### config.mk
export PLATFORM = sky130hd
export DESIGN_NAME = audio_mix_dac
export DESIGN_NICKNAME = d
export VERILOG_FILES = /design/src/rtl/audio_mix_dac.sv
export SDC_FILE = /design/constraint.sdc
export NUM_CORES = 1
export LEC_CHECK = 0
export BUFFER_PORTS_ARGS = -buffer_cell sky130_fd_sc_hd__buf_2
export CORE_MARGIN = 5
export CORE_UTILIZATION = 40
export DETAILED_ROUTE_END_ITERATION = 10
export GPL_ROUTABILITY_DRIVEN = 0
export GPL_TIMING_DRIVEN = 0
export SKIP_CTS_REPAIR_TIMING = 1
export SYNTH_ARGS = -nofsm -noshare
export SYNTH_HDL_FRONTEND = slang
export SYNTH_SLANG_ARGS = --single-unit
### constraint.sdc
create_clock -name clk_sys -period 3.5 [get_ports clk_sys]
set_input_delay 0.35 -clock clk_sys [delete_from_list [all_inputs] [get_ports clk_sys]]
set_output_delay 0.35 -clock clk_sys [all_outputs]
set_load 0.01 [all_outputs]
### src/rtl/audio_mix_dac.sv
// Multi-channel audio mixer: serial gain/mute/saturating accumulate, then a first-order
// sigma-delta DAC. Define AUDIO_MIX_LPF_EN to insert a one-pole low-pass on the mixed sample.
module audio_mix_dac #(
    parameter int NUM_CH    = 3,
    parameter int IN_W      = 8,
    parameter int SUM_W     = 11,
    parameter int LPF_SHIFT = 2
) (
    input  logic                   clk_sys,
    input  logic                   reset,
    input  logic                   sample_ce,
    input  logic [NUM_CH*IN_W-1:0] ch_in,
    input  logic [2*NUM_CH-1:0]    ch_gain,
    input  logic [NUM_CH-1:0]      ch_mute,
    output logic [SUM_W-1:0]       mix_out,
    output logic                   mix_valid,
    output logic                   overrun,
    output logic                   dac_o
);
    localparam int IDX_W = (NUM_CH > 1) ? $clog2(NUM_CH) : 1;
    localparam int SLOTS = 1 << IDX_W;

    typedef enum logic [1:0] {S_IDLE, S_ACCUM, S_DONE} state_t;

    state_t                   r_state, w_next;
    logic [IDX_W-1:0]         r_ch_idx;
    logic [SUM_W-1:0]         r_acc, r_mix_out;
    logic                     r_overrun, r_dac;
    logic [SUM_W:0]           r_sd_acc;
    logic [NUM_CH*IN_W-1:0]   r_snap_in;
    logic [2*NUM_CH-1:0]      r_snap_gain;
    logic [NUM_CH-1:0]        r_snap_mute;

    logic [IN_W-1:0]          w_ch   [SLOTS];
    logic [1:0]               w_gn   [SLOTS];
    logic                     w_mt   [SLOTS];
    logic [SUM_W-1:0]         w_ext, w_term, w_acc_next, w_mix_next;
    logic [SUM_W:0]           w_sum;
    logic                     w_idle, w_last;

    // Unused slots (NUM_CH not a power of two) read as muted zeros
    for (genvar k = 0; k < SLOTS; k++) begin : g_slot
        if (k < NUM_CH) begin : g_used
            assign w_ch[k] = r_snap_in[k*IN_W +: IN_W];
            assign w_gn[k] = r_snap_gain[2*k +: 2];
            assign w_mt[k] = r_snap_mute[k];
        end else begin : g_pad
            assign w_ch[k] = '0;
            assign w_gn[k] = '0;
            assign w_mt[k] = 1'b1;
        end
    end

    assign w_ext      = SUM_W'(w_ch[r_ch_idx]);
    assign w_term     = w_mt[r_ch_idx] ? '0 : (w_ext << w_gn[r_ch_idx]);
    assign w_sum      = {1'b0, r_acc} + {1'b0, w_term};
    assign w_acc_next = w_sum[SUM_W] ? '1 : w_sum[SUM_W-1:0];

`ifdef AUDIO_MIX_LPF_EN
    logic signed [SUM_W:0] r_lpf_y, w_lpf_diff, w_lpf_next;
    // y stays between its old value and the new sum, so it never leaves 0..2^SUM_W-1
    assign w_lpf_diff = $signed({1'b0, w_acc_next}) - r_lpf_y;
    assign w_lpf_next = r_lpf_y + (w_lpf_diff >>> LPF_SHIFT);
    assign w_mix_next = w_lpf_next[SUM_W-1:0];

    always_ff @(posedge clk_sys) begin
        if (reset)       r_lpf_y <= '0;
        else if (w_last) r_lpf_y <= w_lpf_next;
    end
`else
    assign w_mix_next = w_acc_next;
`endif

    always_ff @(posedge clk_sys) begin
        if (reset) r_state <= S_IDLE;
        else       r_state <= w_next;
    end

    always_comb begin
        w_next = r_state;
        case (r_state)
            S_IDLE:  if (sample_ce) w_next = S_ACCUM;
            S_ACCUM: if (r_ch_idx == IDX_W'(NUM_CH-1)) w_next = S_DONE;
            S_DONE:  w_next = S_IDLE;
            default: w_next = S_IDLE;
        endcase
    end

    always_comb begin
        w_idle    = (r_state == S_IDLE);
        w_last    = (r_state == S_ACCUM) && (r_ch_idx == IDX_W'(NUM_CH-1));
        mix_valid = (r_state == S_DONE);
    end

    // mix_out is loaded on entry to DONE so it is valid while mix_valid is high
    always_ff @(posedge clk_sys) begin
        if (reset) begin
            r_acc       <= '0;
            r_ch_idx    <= '0;
            r_mix_out   <= '0;
            r_overrun   <= 1'b0;
            r_snap_in   <= '0;
            r_snap_gain <= '0;
            r_snap_mute <= '0;
        end else begin
            if (sample_ce && w_idle) begin
                r_snap_in   <= ch_in;
                r_snap_gain <= ch_gain;
                r_snap_mute <= ch_mute;
                r_acc       <= '0;
                r_ch_idx    <= '0;
            end
            if (r_state == S_ACCUM) begin
                r_acc    <= w_acc_next;
                r_ch_idx <= r_ch_idx + IDX_W'(1);
            end
            if (w_last)               r_mix_out <= w_mix_next;
            if (sample_ce && !w_idle) r_overrun <= 1'b1;
        end
    end

    always_ff @(posedge clk_sys) begin
        if (reset) begin
            r_sd_acc <= '0;
            r_dac    <= 1'b0;
        end else begin
            r_sd_acc <= {1'b0, r_sd_acc[SUM_W-1:0]} + {1'b0, r_mix_out};
            r_dac    <= r_sd_acc[SUM_W];
        end
    end

    assign mix_out = r_mix_out;
    assign overrun = r_overrun;
    assign dac_o   = r_dac;
endmodule

==> results_dict.tcl <==
set metrics [dict create \
    status "completed" \
    post_drt_wl_per_cell_microns 14.3 \
    critical-path-top-delay-family "compound AO/OA/AOI/OAI gates" \
    cts_tree "yes" \
    crit_type "reg2reg" \
    clkSlewWorstSetupHoldPaths_ns 0.09 \
    cts_root_buf "clkbuf_8" \
    chipWidth_microns 107 \
    ys_seq_area_share_pct 38.4 \
    ys_types 49 \
    drive_gt1_share_pct 14.9 \
    intPower_mw 1.39 \
    yosys.cell_count.top_type "nand2_1" \
    vias 3409 \
    syn_area_sq_um 3800 \
    combinationalPowerShare_pct 15.3 \
    path_cells "mux2_2 > o22ai_1 > nand2b_1 > buf_2 > nor2_1 > ha_2 > inv_1 > fa_1 > nand2b_1 > a2111o_1 > nand4_1 > a21oi_1 > xor2_1 > a311oi_1" \
    initial_core_util_pct 41.1 \
    drt_iter0_markers 98 \
    hold_viol 0 \
    diodes 0 \
    hold_path.class "in2reg" \
    yosys-top-cells-area "dfxtp_1 (38%), nand2_1 (8.7%), a21oi_1 (7.9%)" \
    final.min_clock_period_ns 3.26 \
    yosys.area.top_type "dfxtp_1" \
    slew_viol_final 0 \
    grt_pass1_vias 3244 \
    final_nets 585 \
    final_cells 658 \
    clockBufferDepth 2 \
    synth_top_flop_cell "dfxtp_1" \
    wl_microns 9380 \
    clkPwrFrac_pct 38.7 \
    worstPathArrival_ns 3.53 \
    sequentialPowerShare_pct 46.0 \
    finalCritPeriodShare_pct 93.1 \
    yosysTopAreaCellShare_pct 38.4 \
    dieArea_sq_um 11600 \
    worst_path_largest_cell_delay_ns 0.39 \
    cts_made_buffers 9 \
    ys_seq_elements 73 \
    vias_per_cell 5.18 \
    ios 50 \
    htreeDepth 3 \
    synth_warnings 0 \
    grt_usage_pct 16.8 \
    fin_skew_ns 0.00818 \
    crit_fanout 9 \
    p_switching_mw 0.550 \
    drv_cap 0 \
    synth_area_per_cell_sq_um 8.19 \
    synthToLayoutAreaGrowth_pct 17.1 \
    worst_path_max_delay_cell "a2111o_1" \
    insertion_delay_ns 0.35 \
    async_reset_ff_share_pct 0 \
    worst_pin_slew_ns 0.548 \
    rsz0062_at_grt "no" \
    max-slew-margin-rel_pct 63.5 \
    io_buffers 48 \
    crit_path_start_kind "flop" \
    crit_top_cell "nand2b_1" \
    setup_tns_ns 0 \
    cp-end-kind "flop" \
    grt_antenna_before_repair 0 \
    overflow 0 \
    core_region_area_sq_um 9240 \
    drcViolationCount 0 \
    critPathBufInv 2 \
    critical_path_required_ns 3.77 \
    placementRows 35 \
    swShare_pct 28.3 \
    grt_max_degree 15 \
    syn_inst 464 \
    p_per_area_nw_per_um2 437 \
    grt_pass1_wl_microns 15500 \
    vdd_ir_drop_max_uv 193 \
    dr.pass1.iters 4 \
    setup_viol 0 \
    synth_edf_count 0 \
    synth_common_cells "nand2_1 (88), dfxtp_1 (73), a21oi_1 (60), nor2_1 (32), ha_1 (23)" \
    p_leak_nw 1.83 \
    max_freq_ghz 0.307 \
    synth_fp_nets 525 \
    dpl.hpwl_microns 7170 \
    die_y_microns 107 \
    cts_sinks 73 \
    ant_nets 0 \
    dp.cells 641 \
]
cell families (layout without fill, tap and decap cells):
logic type               after synthesis  in the layout  synth area share, %
multiplexers                          20             20                 5.30
AO/OA/AOI/OAI                        133            133                 22.1
adder cells (fa/ha/maj)               25             25                 8.62
XOR/XNOR                              12             12                 2.76
AND/OR/NAND/NOR                      160            160                 18.2
buffers and inverters                 41            106                 4.58
flip-flops                            73             73                 38.4
sequential cells by signal, summed over array words and instances (netlist names):
register     flops
r_acc           11
r_snap_mute      3
r_snap_gain      6
overrun          1
r_sd_acc        12
mix_out         11
r_state          2
dac_o            1
r_snap_in       24
r_ch_idx         2
placed cells by master (no fill, tap or decap), types with 7 or more instances in the layout:
| master | synthesis | final |
|---|---|---|
| a211oi_1 | 11 | 11 |
| a21oi_1 | 60 | 60 |
| a311oi_1 | 11 | 11 |
| buf_2 | 4 | 52 |
| clkbuf_1 | 19 | 18 |
| clkbuf_8 | 0 | 9 |
| dfxtp_1 | 73 | 73 |
| ha_1 | 23 | 22 |
| inv_1 | 14 | 14 |
| mux2i_1 | 19 | 19 |
| nand2_1 | 88 | 88 |
| nand2b_1 | 8 | 8 |
| nor2_1 | 32 | 32 |
| nor2b_1 | 7 | 7 |
| o21ai_0 | 10 | 10 |
| o22ai_1 | 15 | 15 |
metal layers:
layer  up-vias  GRT usage, %  share of wire (%)
met4         0          5.77                1.2
met5         -             0                  0
met2        64          26.9                 47
met3         8          3.78                4.3
li1       1752             -                  -
met1      1585          22.2                 48
final timing paths:
check,start,endpoint,slack [ns],depth (start not counted)
setup / recovery,r_ch_idx[0]$_SDFFE_PP0P_,mix_out[10]$_SDFFE_PP0P_,0.24,14
hold / removal,ch_in[20],r_snap_in[20]$_SDFFE_PP0P_,0.23,3
setup reg to reg,r_ch_idx[0]$_SDFFE_PP0P_,mix_out[10]$_SDFFE_PP0P_,0.24,14
hold reg to reg,r_sd_acc[11]$_SDFF_PP0_,dac_o$_SDFF_PP0_,0.45,1
power by group through the flow:
stage          combinational (mW)  clock, mW  sequential [mW]
2_1_floorplan               0.212          0            0.906
3_3_place_gp                0.290          0            0.912
3_5_place_dp                0.294          0            0.913
4_1_cts                     0.296      0.772            0.893
5_1_grt                     0.335      0.809            0.898
6_report                    0.297      0.753            0.893
worst min-delay path, delay by kind of cell:
kind / cells / cell delay (ns)
compound gates: 1 / 0.05
buf+inv: 1 / 0.10
simple gates: 1 / 0.04
area by class of cell:
cell class | count | area, sq um
Buffer | 27 | 123
Clock buffer | 9 | 124
Clock inverter | 7 | 103
Fill cell | 953 | 4790
Inverter | 14 | 52.6
Multi-Input combinational cell | 350 | 2180
Sequential cell | 73 | 1460
Tap cell | 129 | 161
Timing Repair Buffer | 49 | 248
through the flow:
step / util, % / worst slack, ns / area [sq um] / power, mW / hold slack (ns)
2_1_floorplan: - / 0.571 / 3800 / 1.12 / 0.414
3_3_place_gp: 45.5 / 0.152 / 4200 / 1.20 / 0.422
3_5_place_dp: 45.5 / 0.142 / 4200 / 1.21 / 0.434
4_1_cts: 47.9 / 0.109 / 4430 / 1.96 / 0.215
5_1_grt: 48.2 / 0.0167 / 4450 / 2.04 / 0.216
6_report: 48.2 / 0.241 / 4450 / 1.94 / 0.230
Power figures use the tool's default switching activity.
